### config.mk
export PLATFORM = sky130hd
export DESIGN_NAME = nibble_serial_adder_ctrl
export DESIGN_NICKNAME = d
export VERILOG_FILES = /design/src/rtl/adder_pkg.sv /design/src/rtl/four_bit_adder.sv /design/src/rtl/nibble_serial_adder_ctrl.sv
export SDC_FILE = /design/constraint.sdc
export NUM_CORES = 1
export LEC_CHECK = 0
export CORE_MARGIN = 2
export CORE_UTILIZATION = 28
export CTS_CLUSTER_DIAMETER = 30
export DETAILED_ROUTE_END_ITERATION = 6
export PLACE_DENSITY = 0.48
export SLEW_MARGIN = 10
export SYNTH_ARGS = -nofsm -noshare
export SYNTH_HDL_FRONTEND = slang
export SYNTH_SLANG_ARGS = --single-unit
### constraint.sdc
create_clock -name clk -period 3.7 [get_ports clk]
set_input_delay 0.925 -clock clk [delete_from_list [all_inputs] [get_ports clk]]
set_output_delay 0.925 -clock clk [all_outputs]
set_load 0.01 [all_outputs]
### src/rtl/adder_pkg.sv
// Shared definitions for the nibble-serial adder: slice width, sequencer states
// and the index-width helper.
package adder_pkg;

    localparam int NIBBLE_W = 4;

    typedef enum logic [1:0] {
        IDLE,
        RUN,
        HOLD
    } state_t;

    // Width of a counter that must reach n-1; never narrower than one bit.
    function automatic int idx_width(input int n);
        return (n > 1) ? $clog2(n) : 1;
    endfunction

endpackage

### src/rtl/four_bit_adder.sv
// Combinational 4-bit carry-lookahead adder slice.
module four_bit_adder (
    input  logic [3:0] A,
    input  logic [3:0] B,
    input  logic       Cin,
    output logic [3:0] S,
    output logic       Cout
);

    logic [3:0] w_g;
    logic [3:0] w_p;
    logic [4:0] w_c;

    assign w_g = A & B;
    assign w_p = A ^ B;

    // Every carry is flattened from generate/propagate, with no ripple between bits.
    assign w_c[0] = Cin;
    assign w_c[1] = w_g[0] | (w_p[0] & Cin);
    assign w_c[2] = w_g[1] | (w_p[1] & w_g[0]) | (w_p[1] & w_p[0] & Cin);
    assign w_c[3] = w_g[2] | (w_p[2] & w_g[1]) | (w_p[2] & w_p[1] & w_g[0])
                  | (w_p[2] & w_p[1] & w_p[0] & Cin);
    assign w_c[4] = w_g[3] | (w_p[3] & w_g[2]) | (w_p[3] & w_p[2] & w_g[1])
                  | (w_p[3] & w_p[2] & w_p[1] & w_g[0])
                  | (w_p[3] & w_p[2] & w_p[1] & w_p[0] & Cin);

    assign S    = w_p ^ w_c[3:0];
    assign Cout = w_c[4];

endmodule

### src/rtl/nibble_serial_adder_ctrl.sv
// Wide adder built by time-multiplexing one four_bit_adder slice, LSB nibble first,
// with valid/ready handshakes on both the operand side and the result side.
module nibble_serial_adder_ctrl
    import adder_pkg::*;
#(
    parameter int NIBBLES = 4
) (
    input  logic                        clk,
    input  logic                        rst,
    input  logic                        in_valid,
    output logic                        in_ready,
    input  logic [NIBBLE_W*NIBBLES-1:0] a_in,
    input  logic [NIBBLE_W*NIBBLES-1:0] b_in,
    input  logic                        cin,
    output logic                        out_valid,
    input  logic                        out_ready,
    output logic [NIBBLE_W*NIBBLES-1:0] sum,
    output logic                        cout,
    output logic                        ovf
);

    localparam int                IDX_W    = idx_width(NIBBLES);
    localparam logic [IDX_W-1:0] LAST_IDX = IDX_W'(NIBBLES - 1);

    state_t                             r_state;
    logic [IDX_W-1:0]                   r_idx;
    logic                               r_carry;
    logic                               r_in_ready;
    logic                               r_out_valid;
    logic                               r_cout;
    logic                               r_ovf;
    logic [NIBBLES-1:0][NIBBLE_W-1:0]   r_a;
    logic [NIBBLES-1:0][NIBBLE_W-1:0]   r_b;
    logic [NIBBLES-1:0][NIBBLE_W-1:0]   r_sum;

    logic [NIBBLE_W-1:0]                w_a_nib;
    logic [NIBBLE_W-1:0]                w_b_nib;
    logic [NIBBLE_W-1:0]                w_s;
    logic                               w_cout;
    logic                               w_carry_msb;

    assign w_a_nib = r_a[r_idx];
    assign w_b_nib = r_b[r_idx];

    four_bit_adder u_slice (
        .A    (w_a_nib),
        .B    (w_b_nib),
        .Cin  (r_carry),
        .S    (w_s),
        .Cout (w_cout)
    );

    // Carry into the top bit, recovered from that bit's inputs and its sum output.
    assign w_carry_msb = w_a_nib[NIBBLE_W-1] ^ w_b_nib[NIBBLE_W-1] ^ w_s[NIBBLE_W-1];

    // NOTE: operand registers carry no reset; they are only consumed after an
    // accept edge has loaded them, so resetting them would buy nothing.
    always_ff @(posedge clk) begin
        if (!rst && r_state == IDLE && in_valid) begin
            r_a <= a_in;
            r_b <= b_in;
        end
    end

    // NOTE: every register update here is non-blocking so all state moves
    // together on the edge, independent of statement order.
    always_ff @(posedge clk) begin
        if (rst) begin
            r_state     <= IDLE;
            r_idx       <= '0;
            r_carry     <= 1'b0;
            r_in_ready  <= 1'b1;
            r_out_valid <= 1'b0;
            r_sum       <= '0;
            r_cout      <= 1'b0;
            r_ovf       <= 1'b0;
        end else begin
            case (r_state)
                IDLE: begin
                    if (in_valid) begin
                        r_carry    <= cin;
                        r_idx      <= '0;
                        r_in_ready <= 1'b0;
                        r_state    <= RUN;
                    end
                end
                RUN: begin
                    r_sum[r_idx] <= w_s;
                    r_carry      <= w_cout;
                    if (r_idx == LAST_IDX) begin
                        r_cout      <= w_cout;
                        r_ovf       <= w_carry_msb ^ w_cout;
                        r_out_valid <= 1'b1;
                        r_state     <= HOLD;
                    end else begin
                        r_idx <= r_idx + 1'b1;
                    end
                end
                HOLD: begin
                    if (out_ready) begin
                        r_out_valid <= 1'b0;
                        r_in_ready  <= 1'b1;
                        r_state     <= IDLE;
                    end
                end
                default: begin
                    r_out_valid <= 1'b0;
                    r_in_ready  <= 1'b1;
                    r_state     <= IDLE;
                end
            endcase
        end
    end

    assign in_ready  = r_in_ready;
    assign out_valid = r_out_valid;
    assign sum       = r_sum;
    assign cout      = r_cout;
    assign ovf       = r_ovf;

endmodule

==> impl_metrics.env <==
export IMPL_grt_setup_unrepaired="false"
export IMPL_worst_path_buf_inv=0
export IMPL_slew_headroom=0.533
export IMPL_async_reset_ff_frac=0
export IMPL_nNetsFinal=289
export IMPL_layout_min_cycle_time_ps=2800
export IMPL_cellLeakagePower_nw=1.10
export IMPL_timing_hold_ws_ps=453
export IMPL_yosysWarnings=0
export IMPL_hold_buffers=0
export IMPL_start_kind="flip-flop"
export IMPL_drv_slew=0
export IMPL_clk_pin_slew_ps=70
export IMPL_finClkSkew_ps=10.5
export IMPL_crit_type="flip-flop to flip-flop"
export IMPL_cellPowerDensity_mw_per_mm2=426
export IMPL_arrival_ps=3000
export IMPL_irDropWorstVdd_mv=0.160
export IMPL_dieArea_mm2=0.00914
export IMPL_diodes=0
export IMPL_synth_ff_type="edfxtp_1"
export IMPL_synth_area_leaders="edfxtp_1, dfxtp_1, mux4_2"
export IMPL_syn_area_per_cell_um2=13.0
export IMPL_slowest_stage="dfxtp_1"
export IMPL_grt_pass1_vias=1548
export IMPL_crit_family="flip-flops"
export IMPL_synth_cell_area_mm2=0.00235
export IMPL_critPathMaxStageDelay_ps=770
export IMPL_finalPower_mw=1.35
export IMPL_path_cells="mux4_2, ha_1, a211o_1, a211oi_1, or3_1, a21oi_1"
export IMPL_setup_viol=0
export IMPL_cts_tree="done"
export IMPL_post_synth_top_count_cell="edfxtp_1"
export IMPL_route_detailed_drc=0
export IMPL_ys_seq_area_frac=0.622
export IMPL_grt_util_all_layers=0.113
export IMPL_cts_sinks=57
export IMPL_detail_route_antenna_nets=0
export IMPL_status="completed"
export IMPL_drt_first_pass_iters=4
export IMPL_drive_gt1_frac=0.117
export IMPL_root_buffer="clkbuf_8"
export IMPL_period_share=0.756
export IMPL_grt_overflow=0
export IMPL_wirelength_mm=4.66
export IMPL_antenna_found_initial=0
export IMPL_start_util=0.287
export IMPL_multi_input_area_um2=835
export IMPL_io_buffers=56
export IMPL_io_pins=57
export IMPL_yosysTopAreaCellShare=0.409
export IMPL_row_count=33
export IMPL_final_seq_area_mm2=0.00146
export IMPL_clockBufferDepth=2
export IMPL_place_gp_congestion=0.776
export IMPL_die_h_um=95.6
export IMPL_vias_per_cell=4.39
export IMPL_synth_top_area_cell="edfxtp_1"
export IMPL_numCtsBuffers=9
export IMPL_grt_pass1_wl_mm=7.50
export IMPL_finalHoldViolations=0
export IMPL_drtIter0Drc=67
export IMPL_drv_cap=0
export IMPL_post_cts_repair_setup_buffers=0
export IMPL_worst_path_max_fanout=12
export IMPL_avgRoutedWirePerCell_um=13.2
export IMPL_worstSkewPairLatency_ps=330
export IMPL_synth_seq_cells=57
export IMPL_worstPathRequired_ps=3900
export IMPL_end_kind="flip-flop"
export IMPL_hpwl_mm=3.42
export IMPL_ys_top_cells_by_count="edfxtp_1, dfxtp_1, nand2_1"
export IMPL_vias=1550
export IMPL_coreArea_mm2=0.00818
export IMPL_grt_max_degree=33
export IMPL_synth_edf_count=32
export IMPL_worst_pin_slew_ps=700
export IMPL_post_cts_resize_count=0
export IMPL_die_w_um=95.6
export IMPL_nFillCells=819
export IMPL_syn_to_final_growth_pct=35.3
export IMPL_max_freq_ghz=0.357
export IMPL_synth_cell_types=35
export IMPL_worstHoldPathType="flip-flop to flip-flop"
export IMPL_synth_fp_nets=227
export IMPL_final_setup_tns_ps=0
export IMPL_ctsHtreeMaxLevel=3
export IMPL_syn_inst=181
==> sequential cells by signal, indices dropped and copies added (netlist names) <==
| signal | count |
|---|---|
| in_ready | 1 |
| out_valid | 1 |
| ovf | 1 |
| sum | 16 |
| cout | 1 |
| r_carry | 1 |
| r_b | 16 |
| r_idx | 2 |
| r_state | 2 |
| r_a | 16 |
==> final timing paths <==
check	start	depth (start not counted)	slack [ps]	end
worst min register to register	sum[1]$_SDFFE_PP0P_	2	450	sum[1]$_SDFFE_PP0P_
worst min-delay path	sum[1]$_SDFFE_PP0P_	2	450	sum[1]$_SDFFE_PP0P_
worst max-delay path	r_idx[0]$_SDFFE_PP0P_	6	900	sum[11]$_SDFFE_PP0P_
worst max register to register	r_idx[0]$_SDFFE_PP0P_	6	900	sum[11]$_SDFFE_PP0P_
==> layout make-up <==
class / count / area share
flip-flops and latches: 57 / 0.460
multi-input cells: 111 / 0.263
repair buffers: 58 / 0.181
well taps: 105 / 0.0413
clock buffers: 10 / 0.0402
clock inverters: 6 / 0.00787
inverters: 6 / 0.00709
==> through the flow <==
step                      area (um2)  instances   util  worst slack (ps)
after floorplan                 2350        181      -               612
after global placement          3030        337  0.370               914
after detailed placement        3030        337  0.370               850
after CTS                       3180        353  0.389               839
after global routing            3180        353  0.389               661
final                           3180        353  0.389               902
==> where the power goes <==
| group | internal, mW | total, mW | leakage, nW | switching (mW) |
|---|---|---|---|---|
| sequential | 0.696 | 0.712 | 0.499 | 0.0153 |
| clock | 0.231 | 0.462 | 0.0800 | 0.231 |
| combinational | 0.0971 | 0.180 | 0.517 | 0.0827 |
| total | 1.02 | 1.35 | 1.10 | 0.329 |
==> routing by layer <==
metal,wire length [um],GRT usage,up-vias
met3,295,0.0364,9
li1,-,-,790
met1,2180,0.143,701
met4,70,0.0643,0
met5,0,0,-
met2,2120,0.168,50
==> worst reg2reg max path, cell delays in order (launching register included) <==
cell	delay [ps]
dfxtp_1	770
mux4_2	630
ha_1	320
a211o_1	320
a211oi_1	400
or3_1	170
a21oi_1	50
==> layout by cell type, fill, tap and decap left out, drive strengths merged, types with 2 or more instances in the layout <==
cell type,Yosys,layout
mux2i,2,2
nor2,13,13
or3,4,4
nand2b,2,2
ha,8,8
a22oi,2,2
and2,4,4
edfxtp,32,32
nand3,4,4
a21oi,15,15
a22o,2,2
dfxtp,25,25
buf,3,2
inv,6,6
a21o,2,2
clkinv,0,6
clkbuf,4,10
a211o,2,2
nand2,23,23
clkdlybuf4s50,0,56
a211oi,8,8
mux4,8,8
o21ai,2,2
==> logic make-up (layout without fill, tap and decap cells) <==
logic type | Yosys count | in the layout | share of synthesized area
DFF | 57 | 57 | 0.622
and+or+nand+nor | 55 | 55 | 0.113
AOI/OAI and AO/OA | 35 | 35 | 0.0959
buffers and inverters | 13 | 80 | 0.0234
muxes | 11 | 11 | 0.0900
adders and majority gates | 9 | 9 | 0.0511
xor gates and xnor gates | 1 | 1 | 0.00373
Note: power is estimated with default switching activity, not from simulation.
==> RTL edit: new RTL, config.mk and constraints unchanged <==
The 3 states of `state_t` get a one-hot encoding in 3 bits.
--- a/src/rtl/adder_pkg.sv
+++ b/src/rtl/adder_pkg.sv
@@ -6,6 +6,6 @@
 
-    typedef enum logic [1:0] {
-        IDLE,
-        RUN,
-        HOLD
+    typedef enum logic [2:0] {
+        IDLE = 3'b001,
+        RUN  = 3'b010,
+        HOLD = 3'b100
     } state_t;
Behaviour: same outputs for any inputs over 10 cycles, from zero or initial values and one cycle with rst high; not proved beyond that.
==> RTL edit against the unedited design <==
- setup slack improved by 130 ps
- synthesized area increased by 1.8%
- design area increased by 2.5%
- sequential cell count increased by 1
- first-iteration DRC count decreased by 13%
- synthesized cell count increased by 1.7%
- wire length increased by 3.6%
- total power increased by 2.8%
- global-route usage increased by 0.32 points
- critical path type unchanged
- largest cell class unchanged
- largest power group unchanged
==> RTL edit: results (changes against the unedited design) <==
post-CTS setup buffers: 0 (unchanged)
status: completed
Crit Path Max Fanout: 13 (+1)
Routed WL: 4.831 mm (+3.6%)
gr usage total: 11.58% (+0.32 points)
worst endpoint data arrival time: 2880 ps (-120 ps)
Relative slew margins: 54.96% (+1.7 points)
first-pass GRT wire length: 7.976 mm (+6.3%)
placed cell area: 0.003072 mm2 (+1.5%)
Nets: 291 (+0.69%)
deepest clock path buffer count: 2 (unchanged)
DP HPWL: 3.479 mm (+1.6%)
RePlAce Congestion: 0.7627 (-1.7%)
commonest cells in the netlist: edfxtp_1, dfxtp_1, a21oi_1
worst vdd ir: 0.2690 mV (+68%)
number of distinct library cells after synthesis: 33 (-5.7%)
Pleak: 1.089 nW (-0.74%)
synth top area cells: edfxtp_1, dfxtp_1, mux4_2
worst slack, placed: 975.7 ps (+125.7 ps)
ant diodes: 0 (unchanged)
vias in the first global route: 1629 (+5.2%)
number of iterations in the first detailed-routing pass: 4 (unchanged)
async set-or-reset flop fraction in the synthesized netlist: 0% (unchanged)
initial DRC count: 58 (-13%)
sequential share of the synthesized area: 61.99% (-0.24 points)
met1 Resource Use GR: 14.93% (+0.66 points)
fill cell count: 811 (-0.98%)
GRT met3 Usage: 5.431% (+1.8 points)
met2 GRT Util: 17.19% (+0.35 points)
dpl cells: 339 (+0.59%)
synthesized net count: 230 (+1.3%)
via/cell ratio: 4.569 (+4.1%)
Avg Synthesized Cell Area: 12.99 um2 (about the same)
[RTL edit: changes by cell type after synthesis, moves of 5 or more]
| cell | delta |
|---|---|
| a211oi_1 | -5 |
| nor2_1 | -10 |
| o21ai_0 | +14 |
| nand3_1 | +7 |
| nand2_1 | -9 |
| inv_1 | +6 |
[RTL edit: cell families (layout without fill, tap and decap cells)]
family / count (synthesis) / after routing / share of synthesized area, %
flops: 58 / 58 / 61.99
mux: 8 / 8 / 7.539
xor+xnor: 1 / 1 / 0.3666
buf+inv: 17 / 83 / 2.932
compound gates: 50 / 50 / 12.57
fa+ha+maj: 9 / 9 / 5.026
simple gates: 41 / 41 / 9.582
[RTL edit: final timing paths]
path | depth (start not counted) | startpoint | slack, ps | to
worst min register to register | 2 | sum[5] | 450 | sum[5]
worst min-delay path | 2 | sum[5] | 450 | sum[5]
worst max-delay path | 6 | r_idx[0] | 1030 | sum[3]
worst max register to register | 6 | r_idx[0] | 1030 | sum[3]
[RTL edit: report_power, final]
part | leakage [nW] | internal (mW) | switching [mW]
clock network | 0.0893 | 0.309 | 0.244
logic | 0.493 | 0.0690 | 0.0538
registers | 0.506 | 0.704 | 0.0111
total | 1.09 | 1.08 | 0.309
[RTL edit: cell type report]
class	instances	area [um2]	area share, %
Clock buffer	11	131.4	4.032
Clock inverter	5	55.05	1.690
Inverter	9	33.78	1.037
Multi-Input combinational cell	109	849.6	26.08
Sequential cell	58	1481	45.47
Tap cell	105	131.4	4.032
Timing Repair Buffer	58	575.6	17.67
[RTL edit: worst max-delay path: stages (launching register included)]
cell and delay, ps:
dfxtp_1 760, mux4_2 600, ha_1 330, a211o_1 320, a21oi_1 220, a211o_1 220
o21ai_0 100
[RTL edit: routing by layer]
layer,up-vias,routed length [um]
met3,6,383
met5,-,0
met1,740,2242
met4,0,69
met2,60,2136
li1,816,-
